==> config.mk <==
export PLATFORM = sky130hd
export DESIGN_NAME = fetch_unit
export DESIGN_NICKNAME = d
export VERILOG_FILES = /design/src/rtl/fetch_unit.sv
export SDC_FILE = /design/constraint.sdc
export NUM_CORES = 1
export LEC_CHECK = 0
export CORE_ASPECT_RATIO = 0.75
export CORE_MARGIN = 2
export CORE_UTILIZATION = 45
export DETAILED_ROUTE_END_ITERATION = 16
export PLACE_DENSITY = 0.73
export SLEW_MARGIN = 10
export SYNTH_ARGS = -nofsm -noshare
export SYNTH_HDL_FRONTEND = slang
export SYNTH_SLANG_ARGS = --single-unit
==> constraint.sdc <==
create_clock -name clk -period 9.7 [get_ports clk]
set_input_delay 1.94 -clock clk [delete_from_list [all_inputs] [get_ports clk]]
set_output_delay 1.94 -clock clk [all_outputs]
set_load 0.05 [all_outputs]
==> src/rtl/fetch_unit.sv <==
`default_nettype none
// ============================================================================
// Module   : fetch_unit
// Purpose  : PC owner issuing single-outstanding imem reads, with a
//            {pc,instr} FIFO toward decode and branch-redirect flush.
// Revision : 1.0
// ============================================================================
module fetch_unit #(
  parameter logic [63:0] RESET_PC  = 64'h0,
  parameter int          BUF_DEPTH = 2
) (
  input  logic        clk,
  input  logic        rst_n,
  output logic        imem_req,
  output logic [63:0] imem_addr,
  input  logic        imem_ready,
  input  logic        imem_rvalid,
  input  logic [31:0] imem_rdata,
  input  logic        redirect_valid,
  input  logic [63:0] redirect_pc,
  output logic        id_valid,
  input  logic        id_ready,
  output logic [31:0] id_instr,
  output logic [63:0] id_pc
);

  localparam int               PTR_W      = (BUF_DEPTH > 1) ? $clog2(BUF_DEPTH) : 1;
  localparam int               CNT_W      = $clog2(BUF_DEPTH + 1);
  localparam logic [CNT_W-1:0] C_DEPTH    = CNT_W'(BUF_DEPTH);
  localparam logic [PTR_W-1:0] C_PTR_LAST = PTR_W'(BUF_DEPTH - 1);
  localparam logic [CNT_W-1:0] C_CNT_ONE  = CNT_W'(1);

  typedef enum logic [1:0] {
    S_IDLE  = 2'd0,
    S_FETCH = 2'd1,
    S_WAIT  = 2'd2,
    S_DROP  = 2'd3
  } state_t;

  state_t           r_state;
  state_t           w_state_next;
  logic [63:0]      r_pc;
  logic [63:0]      w_pc_next;
  logic [63:0]      r_req_pc;
  logic [63:0]      w_redir_pc;
  logic             w_accept;
  logic             w_push;
  logic             w_pop;
  logic [PTR_W-1:0] r_rd_ptr;
  logic [PTR_W-1:0] r_wr_ptr;
  logic [CNT_W-1:0] r_count;
  logic [63:0]      r_fifo_pc    [BUF_DEPTH];
  logic [31:0]      r_fifo_instr [BUF_DEPTH];

  function automatic logic [PTR_W-1:0] f_ptr_inc(input logic [PTR_W-1:0] p);
    return (p == C_PTR_LAST) ? '0 : p + PTR_W'(1);
  endfunction

  assign w_redir_pc = redirect_pc & ~64'h3;
  // Space test uses the registered count, so a same-cycle pop never frees a slot early.
  assign imem_req   = (r_state == S_FETCH) && (r_count < C_DEPTH);
  assign imem_addr  = r_pc;
  assign w_accept   = imem_req & imem_ready;
  assign id_valid   = (r_count != '0);
  assign w_pop      = id_valid & id_ready;
  assign id_pc      = id_valid ? r_fifo_pc[r_rd_ptr]    : 64'h0;
  assign id_instr   = id_valid ? r_fifo_instr[r_rd_ptr] : 32'h0;

  always_comb begin
    w_state_next = r_state;
    w_pc_next    = r_pc;
    w_push       = 1'b0;
    case (r_state)
      S_IDLE: w_state_next = S_FETCH;
      S_FETCH: begin
        if (redirect_valid) begin
          w_pc_next = w_redir_pc;
          if (w_accept) w_state_next = S_DROP;
        end else if (w_accept) begin
          w_pc_next    = r_pc + 64'd4;
          w_state_next = S_WAIT;
        end
      end
      S_WAIT: begin
        if (imem_rvalid) begin
          w_state_next = S_FETCH;
          if (redirect_valid) w_pc_next = w_redir_pc;
          else                w_push    = 1'b1;
        end else if (redirect_valid) begin
          w_pc_next    = w_redir_pc;
          w_state_next = S_DROP;
        end
      end
      S_DROP: begin
        if (redirect_valid) w_pc_next    = w_redir_pc;
        if (imem_rvalid)    w_state_next = S_FETCH;
      end
      default: w_state_next = S_IDLE;
    endcase
  end

  always_ff @(posedge clk or negedge rst_n) begin
    if (!rst_n) begin
      r_state  <= S_IDLE;
      r_pc     <= RESET_PC & ~64'h3;
      r_req_pc <= 64'h0;
    end else begin
      r_state <= w_state_next;
      r_pc    <= w_pc_next;
      if (w_accept) r_req_pc <= r_pc;
    end
  end

  always_ff @(posedge clk or negedge rst_n) begin
    if (!rst_n) begin
      r_rd_ptr <= '0;
      r_wr_ptr <= '0;
      r_count  <= '0;
    end else if (redirect_valid) begin
      r_rd_ptr <= '0;
      r_wr_ptr <= '0;
      r_count  <= '0;
    end else begin
      if (w_push) r_wr_ptr <= f_ptr_inc(r_wr_ptr);
      if (w_pop)  r_rd_ptr <= f_ptr_inc(r_rd_ptr);
      case ({w_push, w_pop})
        2'b10:   r_count <= r_count + C_CNT_ONE;
        2'b01:   r_count <= r_count - C_CNT_ONE;
        default: r_count <= r_count;
      endcase
    end
  end

  // Payload storage needs no reset; validity is tracked solely by r_count.
  always_ff @(posedge clk) begin
    if (w_push) begin
      r_fifo_pc[r_wr_ptr]    <= r_req_pc;
      r_fifo_instr[r_wr_ptr] <= imem_rdata;
    end
  end

endmodule
`default_nettype wire

==> metrics.txt, run 1 <==
final hold vios 0; Routed Antenna Nets 0; max-slew violation count 0; GR Util met2 34.7%; largest cells by area after synthesis edfxtp_1 (39%), dfrtp_1 (23%), mux2i_1 (7.0%); internal power 3.25 mW; sequential-to-total area share from yosys stat 62.2%; vias per std cell 5.71; num rows 56; outcome completed; startpoint types flop; area leader, netlist edfxtp_1; #FFs+latches synth 318; met1 Use GR 32.3%; Pre-Repair DR Iteration Count 7; DR DRC count 0; Chip Width 210 um; CTS buffer count 34; H-tree levels 2; Critical Path AT 3640 ps; DRT Wirelength 38.3 mm; CP Class reg -> out; EDFF count, synth 188; met3 Track Usage GR 7.06%; post-CTS sizing 0; Crit path required time 7760 ps; leading register cell type out of synthesis edfxtp_1; CP Max Fanout 54; CTS tree yes; post-route minimum period 5580 ps; max-capacitance violation count 0; fin nets 1507; combinational share of power 36.3%; Port Buf Inserts 257; PwrDens 299 nW/um^2; Initial Util 45.7%; global-route wire length before repair 58.6 mm; # clock sinks 318; All-Layer GR Usage 23.0%; hold-fix buffers at CTS 0; Worst-path clk slew 60 ps; cell count after synthesis 1173; final worst setup slack 4120 ps; YS warnings 0; placed wire-length estimate 24.7 mm; core box area 31300 um^2; Leakage Power 6.36 nW; commonest cells after routing, fill and taps aside clkdlybuf4s50_1 (256), edfxtp_1 (188), nor2_1 (147); clk_lat worst skew 520 ps; switch share 40.4%; RSZ-0062 raised after global routing false; Tcrit/Tclk final 57.5%; Avg Inst Size Synth 12.2 um^2; Power, Total 5.45 mW; Yosys top cell area share 39.4%; Mapped Area 14300 um^2; worst slack, placed 4600 ps; most common cell after layout, fill and taps aside clkdlybuf4s50_1; clock skew 19.0 ps; Final setup viols 0; io pins 264; worst slew pin tran 1100 ps; Layout area overhead 27.3%; Post-CTS Setup Bufs 0; total number of vias 10467; Clk pwr share 22.8%; sequential power share 40.9%; gr busiest metal met2; NetSw 2.20 mW; antenna violations before repair 4; largest net degree at the start of global routing 105; initial DRC count 1047; Longest Clk Path Bufs 3; number of global-route vias before repair 10003; worst hold slack 463 ps; total congestion overflow 0; share of cells above drive strength 1 10.2%; Max Fclk 0.179 GHz; Setup TNS Final 0 ps; number of distinct library cells after synthesis 69; Die Y 158 um; die footprint 33300 um^2; critical path endpoint category output pin; Max-slew headroom 26.6%; HP Class reg -> reg; GPL Wtd Cong 0.882; Max VDD drop 222 uV; Post-synth ARST share 40.9%; CTS Root Cell clkbuf_16; Routed wire per std cell 20.9 um
[logic make-up after synthesis]
group,Yosys count,share of synthesized area (%)
XOR/XNOR,3,0.184
other,1,0.0262
adder cells (fa/ha/maj),5,0.437
buffers and inverters,94,3.09
flip-flops,318,62.2
multiplexers,159,11.6
AO/OA/AOI/OAI,167,7.47
AND/OR/NAND/NOR,426,15.0
[area by class of cell]
class	instances	area [um^2]
Antenna cell	1	2.50
Clock buffer	46	906
Clock inverter	16	153
Fill cell	2561	13100
Inverter	13	48.8
Multi-Input combinational cell	764	5030
Sequential cell	318	8900
Tap cell	406	508
Timing Repair Buffer	269	2660
[worst paths after layout]
check	startpoint	cells past startpoint	end	slack (ps)
max in group asynchronous	rst_n	2	r_rd_ptr	6840
hold / removal	r_req_pc[7]	0	r_fifo_pc[1][7]	460
min in group asynchronous	rst_n	1	r_req_pc[44]	1450
hold reg to reg	r_req_pc[7]	0	r_fifo_pc[1][7]	460
setup reg to reg	imem_addr[2]	6	imem_addr[62]	6570
setup / recovery	r_rd_ptr	4	id_instr[30]	4120
[Yosys cell counts (7+ instances only)]
master and n:
nor2_1 148, nor3_1 25, a21oi_1 52, and3_1 25, nand3_1 47, dfrtp_1 130
buf_2 8, edfxtp_1 188, buf_1 11, or4_1 7, o22ai_1 14, nand2_1 72
nor4_1 19, a31oi_1 8, o21ai_0 36, nand4_1 35, a2bb2oi_1 8, clkbuf_1 49
and2_1 7, mux2i_1 100, mux2_2 59, inv_1 13, or3_1 13
[routing by layer]
metal	routed length, um	part of all wire [%]
met1	17200	45
met2	16900	44
met3	3450	9.0
met4	744	1.9
met5	46	0.12
[stage by stage]
step,area [um^2],util [%],cells
finish,18200,58.2,1833
global route,18200,58.2,1832
CTS,18200,58.2,1832
detailed placement,17200,54.8,1770
global placement,17200,54.8,1770
floorplan,14300,-,1176
[state kept, by name (all words and copies together) (netlist names)]
signal and count:
r_fifo_instr 64, r_fifo_pc 124, r_req_pc 62, imem_addr 62
r_rd_ptr 1, r_state 2, r_count 2, r_wr_ptr 1
[power groups by stage]
stage / combinational [mW] / sequential [mW] / clock, mW
after floorplan: 1.01 / 2.51 / 0
after global placement: 1.94 / 2.22 / 0
after detailed placement: 1.98 / 2.25 / 0
after CTS: 1.99 / 2.22 / 1.27
after global routing: 2.12 / 2.28 / 1.33
final: 1.98 / 2.23 / 1.24
[worst max-delay path: stages (launching register included)]
cell	delay, ps
dfrtp_4	930
buf_4	860
mux2i_1	230
nor2_1	140
clkdlybuf4s50_1	830
No activity file was read; power rests on OpenSTA's default activity.
==> inputs of run 2 (changes only) <==
==> constraint.sdc (replaced) <==
create_clock -name clk -period 5.45 [get_ports clk]
set_input_delay 1.09 -clock clk [delete_from_list [all_inputs] [get_ports clk]]
set_output_delay 1.09 -clock clk [all_outputs]
set_load 0.05 [all_outputs]
==> run 2 against run 1 <==
Effect of this change:
- via count is 0.72% higher
- final cell count is 0.22% higher
- sequential cell count unchanged
- first-iteration DRC count fell by 15%
- critical path type unchanged
- critical endpoint is now id_instr[24]
- largest cell class unchanged
- highest routed layer is now met4
==> metrics.txt, run 2 (synthesis results as in run 1) <==
area of the multi-input gates 5040 um^2 (was 5030 um^2); core box area 31300 um^2 (unchanged); Reg with most FFs r_fifo_pc (unchanged); post-route minimum period 4060 ps; placed wire-length estimate 25.2 mm (was 24.7 mm); clock skew 16.7 ps (was 19.0 ps); vias per std cell 5.74 (was 5.71); Reg2Reg Setup Slack 2420 ps (was 6570 ps); Leakage Power 6.37 nW (was 6.36 nW); critical path endpoint category output pin (unchanged); number of global-route vias before repair 10128 (was 10003); initial DRC count 885 (was 1047); PwrDens 530 nW/um^2 (was 299 nW/um^2); Tcrit/Tclk final 74.5%; max-capacitance violation count 0 (unchanged); startpoint types flop (unchanged); Worst-path clk slew 60 ps (about the same); io pins 264 (unchanged); commonest cells after routing, fill and taps aside clkdlybuf4s50_1 (256), edfxtp_1 (188), nor2_1 (147) (unchanged); DR DRC count 0 (unchanged); worst slew pin tran 1010 ps (was 1100 ps); Routed Antenna Nets 0 (unchanged); Initial Util 45.7% (unchanged); Max Fclk 0.246 GHz; Die Y 158 um (unchanged); clk_lat worst skew 520 ps (about the same); All-Layer GR Usage 23.1% (was 23.0%); Routed wire per std cell 21.1 um (was 20.9 um); Crit path required time 4360 ps (was 7760 ps); die footprint 33300 um^2 (unchanged); fin util 58.3% (was 58.2%); Final setup viols 0 (unchanged); Max-slew headroom 32.1% (was 26.6%); largest net degree at the start of global routing 105 (unchanged); H-tree levels 2 (unchanged); Layout area overhead 27.7% (was 27.3%); CP Max Fanout 32 (was 54); share of cells above drive strength 1 10.0% (was 10.2%); Critical Path AT 2970 ps (was 3640 ps); worst hold slack 460 ps (was 463 ps); hold-fix buffers at CTS 0 (unchanged); Post-CTS Setup Bufs 0 (unchanged); RSZ-0062 raised after global routing false (unchanged); CTS Root Cell clkbuf_16 (unchanged); Pre-Repair DR Iteration Count 5 (was 7); global-route wire length before repair 59.0 mm (was 58.6 mm); number of fill cells 2591 (was 2561); HP Class reg -> reg (unchanged); total congestion overflow 0 (unchanged); Chip Width 210 um (unchanged); DRT Wirelength 38.7 mm (was 38.3 mm); final hold vios 0 (unchanged); most common cell after layout, fill and taps aside clkdlybuf4s50_1 (unchanged); Top Registers r_fifo_pc (124), r_fifo_instr (64) (unchanged); Sequential Area 8900 um^2 (unchanged); num rows 56 (unchanged); fin nets 1509 (was 1507); GPL Wtd Cong 0.884 (was 0.882); CTS buffer count 34 (unchanged); Max VDD drop 341 uV (was 222 uV); antenna violations before repair 5 (was 4); outcome completed (unchanged); Longest Clk Path Bufs 3 (unchanged); max-slew violation count 0 (unchanged); # clock sinks 318 (unchanged); CP Class reg -> out (unchanged); max reg flops 124 (unchanged); total number of vias 10542 (was 10467); CTS tree yes (unchanged); Setup TNS Final 0 ps (unchanged); post-CTS sizing 0 (unchanged); Port Buf Inserts 257 (unchanged)
run 2: changes by cell type in the layout (fill, tap and decap cells not counted), sizes merged:
cell      delta
inv          -1
buf          +2
bufinv       -2
clkbuf       +6
clkinvlp     -1
diode        +3
clkinv       -3
run 2: per-stage QoR:
step                power (mW)  setup slack, ps  area (um^2)  cells
floorplan                 6.26             26.2        14300   1176
global placement          7.41             1620        17200   1772
detailed placement        7.53             1610        17200   1772
CTS                       9.73             1310        18300   1833
global route              10.2             1240        18300   1834
finish                    9.69             1390        18300   1837
run 2: power breakdown:
part           internal, mW  leakage, nW  switching [mW]
sequential             3.21         3.19           0.752
clock                  1.26        0.509           0.925
combinational          1.30         2.67            2.24
run 2: cell type report:
type	instances	area share, %
clock inverter	9	0.246
timing repair buffer	271	14.9
antenna	4	0.0548
tap	406	2.78
inverter	13	0.267
sequential	318	48.7
clock buffer	52	5.42
multi-input combinational	764	27.6
run 2: metal layers:
metal	wire, um	GRT usage [%]	vias up
met1	17700	32.7	5211
met4	855	6.42	0
met5	0	0	-
met3	3070	6.25	62
li1	-	-	4852
met2	17100	35.1	417
run 2: worst paths after layout:
check,start,to,cells past startpoint
worst max-delay path,r_rd_ptr,id_instr[24],4
worst min-delay path,r_req_pc[53],r_fifo_pc[1][53],0
worst max register to register,imem_addr[3],imem_addr[58],7
worst min register to register,r_req_pc[53],r_fifo_pc[1][53],0
max in group asynchronous,rst_n,r_req_pc[33],2
min in group asynchronous,rst_n,r_req_pc[48],1
run 2: critical path, stage by stage (launching register included):
cell	delay, ps
dfrtp_4	840
buf_4	510
mux2i_1	150
nor2_1	120
clkdlybuf4s50_1	810
==> inputs of run 3 (changes only) <==
--- a/config.mk
+++ b/config.mk
@@ -9,7 +9,7 @@
 export CORE_MARGIN = 2
 export CORE_UTILIZATION = 45
 export DETAILED_ROUTE_END_ITERATION = 16
-export PLACE_DENSITY = 0.73
+export PLACE_DENSITY = 0.76
 export SLEW_MARGIN = 10
 export SYNTH_ARGS = -nofsm -noshare
 export SYNTH_HDL_FRONTEND = slang
==> constraint.sdc (replaced) <==
create_clock -name clk -period 3.5 [get_ports clk]
set_input_delay 0.7 -clock clk [delete_from_list [all_inputs] [get_ports clk]]
set_output_delay 0.7 -clock clk [all_outputs]
set_load 0.05 [all_outputs]
==> run 3 against run 2 <==
Effect of this change:
- first-iteration DRC count shrank 0.56%
- core utilization increased by 0.47 points
- total power is 57% higher
- count of clock-buffer cells in the layout decreased by 6
- wire length up 0.47%
- clock power increased by 58%
- largest cell class unchanged
==> metrics.txt, run 3 (synthesis results as in run 1) <==
outcome completed (unchanged); Port Buf Inserts 257 (unchanged); HP Class in -> async (was reg -> reg); Setup TNS Final 0 ps (unchanged); highest routing layer actually used met5 (was met4); Post-CTS Setup Bufs 0 (unchanged); Tcrit/Tclk final 91.7%; Worst-path clk slew 60 ps (about the same); Clk pwr share 22.7% (was 22.5%); sequential power share 39.7% (was 40.9%); most common cell after layout, fill and taps aside clkdlybuf4s50_1 (unchanged); met3 routed WL 3.37 mm (was 3.07 mm); Critical Path AT 2510 ps (was 2970 ps); worst slew pin tran 985 ps (was 1010 ps); Crit path required time 2800 ps (was 4360 ps); Reg with most FFs r_fifo_pc (unchanged); CP Class reg -> out (unchanged); PwrDens 828 nW/um^2 (was 530 nW/um^2); RSZ-0062 raised after global routing false (unchanged); antenna violations before repair 8 (was 5); largest net degree at the start of global routing 105 (unchanged); number of global-route vias before repair 10249 (was 10128); total number of vias 10643 (was 10542); placed wire-length estimate 25.9 mm (was 25.2 mm); post-route minimum period 3210 ps; Pre-Repair DR Iteration Count 5 (unchanged); switch share 40.4% (about the same); hold-fix buffers at CTS 0 (unchanged); vias per std cell 5.74 (about the same); GPL Wtd Cong 0.856 (was 0.884); Cells after DPL 1789 (was 1772); Chip Width 210 um (unchanged); Routed Antenna Nets 0 (unchanged); global-route wire length before repair 59.2 mm (was 59.0 mm); Initial Util 45.7% (unchanged); CTS Root Cell clkbuf_16 (unchanged); die footprint 33300 um^2 (unchanged); FF-to-FF Start imem_addr[3] (unchanged); Max VDD drop 499 uV (was 341 uV); fin nets 1526 (was 1509); startpoint types flop (unchanged); final hold vios 0 (unchanged); internal power 9.09 mW (was 5.77 mW); max-slew violation count 0 (unchanged); Routed wire per std cell 21.0 um (was 21.1 um); launch point of the worst path r_state[1] (was r_rd_ptr); clk_lat worst skew 530 ps (was 520 ps); share of cells above drive strength 1 13.5% (was 10.0%); Max Fclk 0.312 GHz; H-tree levels 2 (unchanged); Longest Clk Path Bufs 3 (unchanged); Layout area overhead 28.7% (was 27.7%); met2 WL 17.1 mm (about the same); commonest cells after routing, fill and taps aside clkdlybuf4s50_1 (226), edfxtp_1 (188), nor2_1 (147) (was clkdlybuf4s50_1 (256), edfxtp_1 (188), nor2_1 (147)); combinational share of power 37.6% (was 36.6%); io pins 264 (unchanged); NetSw 6.16 mW (was 3.92 mW); max-capacitance violation count 0 (unchanged); max reg flops 124 (unchanged); post-CTS sizing 0 (unchanged); DRT Wirelength 38.9 mm (was 38.7 mm); DR DRC count 0 (unchanged); routed metal-1 wirelength 17.6 mm (was 17.7 mm); critical path endpoint category output pin (unchanged); Power, Total 15.2 mW (was 9.69 mW); clock skew 19.5 ps (was 16.7 ps); core box area 31300 um^2 (unchanged); CTS tree yes (unchanged); total congestion overflow 0 (unchanged); Final Non-Filler Cells 1854 (was 1837); Die Y 158 um (unchanged); # clock sinks 318 (unchanged); Final setup viols 0 (unchanged); All-Layer GR Usage 23.1% (about the same); num rows 56 (unchanged); Leakage Power 6.54 nW (was 6.37 nW); CTS buffer count 34 (unchanged); Top Registers r_fifo_pc (124), r_fifo_instr (64) (unchanged); initial DRC count 880 (was 885); Max-slew headroom 34.3% (was 32.1%); CP Max Fanout 6 (was 32)
run 3: worst max-delay path, cell delays in order (launching register included):
cell and delay (ps):
dfrtp_1 470, inv_1 110, ha_1 240, nor2b_1 280, clkdlybuf4s50_1 900
run 3: stage by stage:
stage	area (um^2)	setup WS (ps)	hold WS, ps	util (%)
final	18400	290	166	58.8
after CTS	18400	258	176	58.8
after detailed placement	17400	595	452	55.4
after global routing	18400	169	194	58.8
after floorplan	14300	-16.5	404	-
after global placement	17400	668	441	55.4
run 3: worst paths after layout:
path | slack [ps] | cells past startpoint | endpoint
max | 290 | 4 | imem_req
min | 170 | 1 | r_req_pc[41]
max reg2reg | 790 | 6 | imem_addr[48]
min reg2reg | 450 | 0 | r_fifo_pc[0][12]
max in group asynchronous | 2590 | 2 | r_req_pc[21]
min in group clk | 450 | 0 | r_fifo_pc[0][12]
run 3: power by group through the flow:
stage	sequential (mW)	combinational (mW)	clock [mW]
floorplan	6.95	2.81	0
global placement	6.03	5.59	0
detailed placement	6.11	5.72	0
CTS	6.04	5.74	3.53
global route	6.19	6.11	3.67
finish	6.06	5.73	3.45
run 3: area by class of cell:
| cell class | instances | area [um^2] |
|---|---|---|
| antenna | 4 | 10.0 |
| sequential | 318 | 8900 |
| inverter | 13 | 48.8 |
| fill | 2561 | 12900 |
| clock inverter | 15 | 119 |
| clock buffer | 46 | 937 |
| timing repair buffer | 288 | 2860 |
| multi-input combinational | 764 | 5040 |
| tap | 406 | 508 |
run 3: layer usage:
metal	track usage, %	vias up
met1	32.8	5259
met4	6.21	8
met5	0	-
li1	-	4888
met3	6.90	74
met2	34.6	414
